==> config.mk <==
export PLATFORM = sky130hd
export DESIGN_NAME = timing_sequencer
export DESIGN_NICKNAME = d
export VERILOG_FILES = /design/src/rtl/timing_sequencer.sv
export SDC_FILE = /design/constraint.sdc
export NUM_CORES = 1
export LEC_CHECK = 0
export BUFFER_PORTS_ARGS = -buffer_cell sky130_fd_sc_hd__buf_2
export CORE_MARGIN = 2
export CORE_UTILIZATION = 40
export DETAILED_ROUTE_END_ITERATION = 10
export PLACE_DENSITY = 0.63
export SKIP_CTS_REPAIR_TIMING = 1
export SLEW_MARGIN = 5
export SYNTH_ARGS = -nofsm -noshare
export SYNTH_HDL_FRONTEND = slang
export SYNTH_SLANG_ARGS = --single-unit
==> constraint.sdc <==
create_clock -name clk -period 3.4 [get_ports clk]
set_clock_uncertainty 0.05 [all_clocks]
set_input_delay 0.17 -clock clk [delete_from_list [all_inputs] [get_ports clk]]
set_output_delay 0.17 -clock clk [all_outputs]
set_load 0.02 [all_outputs]
==> src/rtl/timing_sequencer.sv <==
// Instruction timing sequencer: one-hot T0..T7 timing, registered opcode decode,
// halt and stop handling. Define TIMING_STEP_EN to add the step input and PAUSE state.
module timing_sequencer (
  input  logic       clk,
  input  logic       rst,
  input  logic       start,
  input  logic       stop,
  input  logic [1:0] opcode,
`ifdef TIMING_STEP_EN
  input  logic       step,
`endif
  output logic [7:0] t,
  output logic [3:0] q,
  output logic       busy,
  output logic       halted,
  output logic       instr_done
);

`ifdef TIMING_STEP_EN
  typedef enum logic [1:0] {IDLE, RUN, HALT, PAUSE} state_t;
  logic step_prev;
`else
  typedef enum logic [1:0] {IDLE, RUN, HALT} state_t;
`endif

  state_t     state, state_next;
  logic [7:0] t_next;
  logic [3:0] q_next;
  logic       stop_lat, stop_next;
  logic       end_cond, halt_cond;

  assign end_cond  = (q[1] & t[3]) | (q[2] & t[5]) | (q[3] & t[7]);
  assign halt_cond = q[0] & t[3];

  always_ff @(posedge clk) begin
    if (rst) begin
      state    <= IDLE;
      t        <= 8'd0;
      q        <= 4'd0;
      stop_lat <= 1'b0;
`ifdef TIMING_STEP_EN
      step_prev <= 1'b0;
`endif
    end else begin
      state    <= state_next;
      t        <= t_next;
      q        <= q_next;
      stop_lat <= stop_next;
`ifdef TIMING_STEP_EN
      step_prev <= step;
`endif
    end
  end

  // A pending stop outranks the halt instruction: the sequencer always leaves to IDLE.
  always_comb begin
    state_next = state;
    t_next     = t;
    q_next     = q;
    stop_next  = stop_lat;
    instr_done = 1'b0;
    case (state)
      IDLE: begin
        t_next    = 8'd0;
        q_next    = 4'd0;
        stop_next = 1'b0;
        if (start && !stop) begin
          state_next = RUN;
          t_next     = 8'd1;
        end
      end
      RUN: begin
        stop_next = stop_lat | stop;
        if (end_cond || halt_cond) begin
          instr_done = 1'b1;
          q_next     = 4'd0;
          if (stop_lat || stop) begin
            state_next = IDLE;
            t_next     = 8'd0;
            stop_next  = 1'b0;
          end else if (halt_cond) begin
            state_next = HALT;
            t_next     = 8'd0;
          end else begin
`ifdef TIMING_STEP_EN
            state_next = PAUSE;
            t_next     = 8'd0;
`else
            t_next     = 8'd1;
`endif
          end
        end else if (t[7]) begin
          t_next = 8'd1;
          q_next = 4'd0;
        end else begin
          t_next = {t[6:0], 1'b0};
          if (t[2])
            q_next = 4'b0001 << opcode;
        end
      end
      HALT: begin
        t_next    = 8'd0;
        q_next    = 4'd0;
        stop_next = 1'b0;
        if (stop) begin
          state_next = IDLE;
        end else if (start) begin
          state_next = RUN;
          t_next     = 8'd1;
        end
      end
`ifdef TIMING_STEP_EN
      PAUSE: begin
        t_next    = 8'd0;
        q_next    = 4'd0;
        stop_next = 1'b0;
        if (stop) begin
          state_next = IDLE;
        end else if (step && !step_prev) begin
          state_next = RUN;
          t_next     = 8'd1;
        end
      end
`endif
      default: begin
        state_next = IDLE;
        t_next     = 8'd0;
        q_next     = 4'd0;
        stop_next  = 1'b0;
      end
    endcase
  end

  always_comb begin
    busy   = (state == RUN);
    halted = (state == HALT);
  end

endmodule
=== Word level (Yosys, flattened, before mapping) ===
Index checks and enable logic that the tools add are counted.

* Input port bits: 6
* Bits in registers: 15

* Shift operators: 1
* Multiplexer cells: 19
* Equal/unequal tests: 6
* Bitwise operators: 8
* Reduce and logical (&&, ||, !) cells: 8

{| class="wikitable"
|+ Operator list
! cell !! number
|-
| $pmux W8 S3 || 1
|-
| $mux W8 || 2
|-
| $mux W2 || 6
|-
| $mux W1 || 9
|-
| $pmux W2 S3 || 1
|-
| $and A1 B1 Y1 || 4
|-
| $reduce_and A4 Y1 || 1
|-
| $reduce_or A4 Y1 || 1
|-
| $shl A1 B2 Y4 const A || 1
|-
| $ne A3 B1 Y1 const B || 1
|-
| $ne A3 B3 Y1 const B || 1
|-
| $or A1 B1 Y1 || 3
|-
| $eq A2 B1 Y1 const B || 1
|-
| $eq A2 B2 Y1 const B || 1
|-
| $logic_not A2 Y1 || 1
|-
| $logic_or A1 B1 Y1 || 2
|-
| $ne A2 B1 Y1 const B || 1
|-
| $ne A2 B2 Y1 const B || 1
|-
| $reduce_or A2 Y1 || 1
|-
| $logic_and A1 B1 Y1 || 1
|-
| $logic_not A1 Y1 || 1
|-
| $not A1 Y1 || 1
|}

=== Longest topological paths before layout ===
* Depth after elaboration: 6
* Mapped depth: 4
* Depth with buffers taken out: 4

=== Worst setup path after synthesis ===
Ideal clock, no wire load.

* Kind: register to register
* Start: register t[7]
* End: register q[1]
* Path slack: 1.973 ns
* Arrival: 1.310 ns
* Required time: 3.284 ns
* Stages on the path, launching flop included: 5
* Clock period less this slack: 1.427 ns
* Path buffers: 0
* Cells stage by stage: dfxtp_1 -> a22oi_4 -> nand2_2 -> or4_4 -> a21oi_2

* Cells in the longest elaborated chain, start to end: 4

{| class="wikitable"
|+ RTL lines
! what !! line !! text
|-
| start, declared || 12 || <nowiki>output logic [7:0] t,</nowiki>
|-
| start signal, assigned || 46 || <nowiki>t <= t_next;</nowiki>
|-
| $and A1 B1 Y1 || 32 || <nowiki>assign end_cond = (q[1] & t[3]) | (q[2] & t[5]) | (q[3] & t[7]);</nowiki>
|-
| $or A1 B1 Y1 || 32 ||
|-
| $logic_or A1 B1 Y1 || 74 || <nowiki>if (end_cond || halt_cond) begin</nowiki>
|-
| $reduce_or A4 Y1 (no line) (*) || n/a ||
|-
| end signal, assigned || 47 || <nowiki>q <= q_next;</nowiki>
|-
| end, declared || 13 || <nowiki>output logic [3:0] q,</nowiki>
|}

Every way passes the cells marked *; elsewhere a longest branch is shown, timed or not.
A chain may end at the register's enable or synchronous reset.

=== Worst setup path in the final report ===
* Start: register state[1]
* End: output port busy

* Cells in the longest elaborated chain, start to end: 1

{| class="wikitable"
|+ RTL lines
! what !! line !! text
|-
| start, declared || 26 || <nowiki>state_t state, state_next;</nowiki>
|-
| start signal, assigned || 45 || <nowiki>state <= state_next;</nowiki>
|-
| $eq A2 B1 Y1 || 135 || <nowiki>busy = (state == RUN);</nowiki>
|-
| end, declared || 14 || <nowiki>output logic busy,</nowiki>
|}

Every way passes these cells.

==> summary.txt <==
Clock Root Buffer: clkbuf_4
part of the cycle the worst path needs: 44.2%
Syn-to-layout area delta: 22.8%
beginning of the worst hold path: rst
Bufs on Longest Clock Path: 2
Power Internal: 234 uW
I/O Pins: 21
global-route wire length before repair: 1850 um
ant diodes: 0
clock slew at reported path FFs: 90 ps
Worst EP arrival: 1280 ps
Fmax: 666 MHz
Die Wd: 43.5 um
final setup fails: 0
gpl congestion: 0.721
CP max stage cell: dfxtp_1
Leakage Power: 0.000352 uW
clk_lat worst skew: 280 ps
fin util: 51.6%
Final TNS setup: 0 ps
Crit Path Max Fanout: 7
Slew HR: 68.7%
initial core utilization: 42.0%
cell count after synthesis: 62
Final Net Count: 92
initial antenna violation count: 0
Die Y: 43.5 um
Rows: 14
commonest non-fill, non-tap cell in the layout: buf_2
Largest stage delay, worst path: 390 ps
Yosys Warn Count: 0
Inserted Clock Buffers: 3
sequential share of the synthesized area: 48.0%
Syn Std Cell Area: 626 um^2
post-layout power: 307 uW
RSZ-0062 raised after global routing: false
Synth cell types: 25
GR Overflow Total: 0
area share of the largest cell type after synthesis: 48.0%
Synth Register Bits: 15
vias in the first global route: 441
routed vias: 527
Final Max Tran Viols: 0
initial DRC count: 8
area of the die: 1900 um^2
Syn Nets: 68
HP Class: input port to flop
CP Cell Sequence: nand2b_1 > inv_1 > buf_2
# clock sinks: 15
Tmin final: 1500 ps
crit path launch type: flop
number of H-tree levels: 1
Switch Pwr: 73.7 uW
VDD IR max: 0.000216 V
Setup WS post-layout: 1900 ps
Max Cap Viol: 0
Avg WL per Cell: 12.0 um
final antenna-violating net count: 0
Post-Place Setup Slack: 1990 ps
Reg power frac: 58.6%
hpwl dp: 905 um
CTS tree: built
WL final: 1210 um
switching part of the total: 24.0%
critical path type: flop to output port
Final Hold Fails: 0
WP data required: 3180 ps
core area: 1490 um^2
Clk pwr share: 32.9%
PortBufs: 20
outcome: complete, no violations
Setup crit end kind: output port
start of the worst register-to-register path: t[7]
fraction of layout cells with a size suffix above 1: 37.6%
dominant cell type by area after synthesis: dfxtp_1
placed cell area: 742 um^2
most frequent cells in the layout: 20 x buf_2, 15 x dfxtp_1, 7 x and2_1
Gate power share: 8.6%
largest net degree at the start of global routing: 10
post-route DRC violation count: 0
first drt pass iteration count: 4
Pwr Density: 400 nW/um^2
Synth area leaders: dfxtp_1 48%, and2_1 7.0%, a21oi_2 4.2%
Vias/cell: 5.22
Finished Cell Area: 768 um^2
Critical path origin: state[1]
Least-Margin Pin Slew: 465 ps
Avg Cell Area, Syn: 10.1 um^2
GRT Util Overall: 13.3%
critical path: cells and delay by family, from the launching register on:
family        cells  cell delay, ps
flops             1             390
buf+inv           2             310
simple gates      1             300
cell families after synthesis:
group                  count (synthesis)  synth area share (%)
and+or+nand+nor                       32                  31.6
DFF                                   15                  48.0
AOI/OAI and AO/OA                     11                  16.0
muxes                                  2                  3.20
buffers and inverters                  2                  1.20
routing by layer:
| layer | vias up | track usage [%] | share of wire [%] |
|---|---|---|---|
| met1 | 243 | 18.9 | 53 |
| li1 | 264 | - | - |
| met3 | 2 | 5.00 | 6.0 |
| met2 | 18 | 17.9 | 39 |
| met5 | - | 0 | 0 |
| met4 | 0 | 5.45 | 1.1 |
metrics by stage:
stage | hold slack (ps) | std cells
2_1_floorplan | 189 | 62
3_3_place_gp | 379 | 97
3_5_place_dp | 383 | 97
4_1_cts | 83.8 | 101
5_1_grt | 85.1 | 101
6_report | 84.2 | 101
registers in the layout (all words and copies together) (netlist names):
| name | cells |
|---|---|
| stop_lat | 1 |
| q | 4 |
| t | 8 |
| state | 2 |
Yosys cell counts:
cell	count
nand2_2	1
nor3_1	1
nor4_2	1
nor2_1	4
nand4b_1	1
a21oi_2	3
buf_1	1
nor2b_1	3
o21ai_2	1
a22oi_4	1
or4_4	1
and2_1	7
nand3_1	2
nand2b_1	4
or2_1	1
nand4_1	1
nand3b_1	2
nand2_1	2
a2111oi_2	1
dfxtp_1	15
inv_1	1
mux2i_1	2
a311oi_1	1
nor4_1	1
a21oi_1	4
area by class of cell:
cell class	instances	area (um^2)
Inverter	1	3.75
Tap cell	16	20.0
Clock buffer	4	26.3
Multi-Input combinational cell	45	318
Fill cell	137	721
Timing Repair Buffer	20	100
Sequential cell	15	300
final timing paths:
| path | depth (start not counted) | end | slack [ps] |
|---|---|---|---|
| min reg2reg | 1 | t[5] | 410 |
| max | 3 | busy | 1900 |
| min | 2 | state[1] | 80 |
| max reg2reg | 4 | q[1] | 1960 |
power by group through the flow:
stage          logic, uW  registers, uW  clock network [uW]
6_report            26.3            180                 101
4_1_cts             26.4            180                 102
3_3_place_gp        26.4            184                   0
5_1_grt             28.8            181                 112
3_5_place_dp        26.1            184                   0
2_1_floorplan       15.4            185                   0
Power figures use the tool's default switching activity.
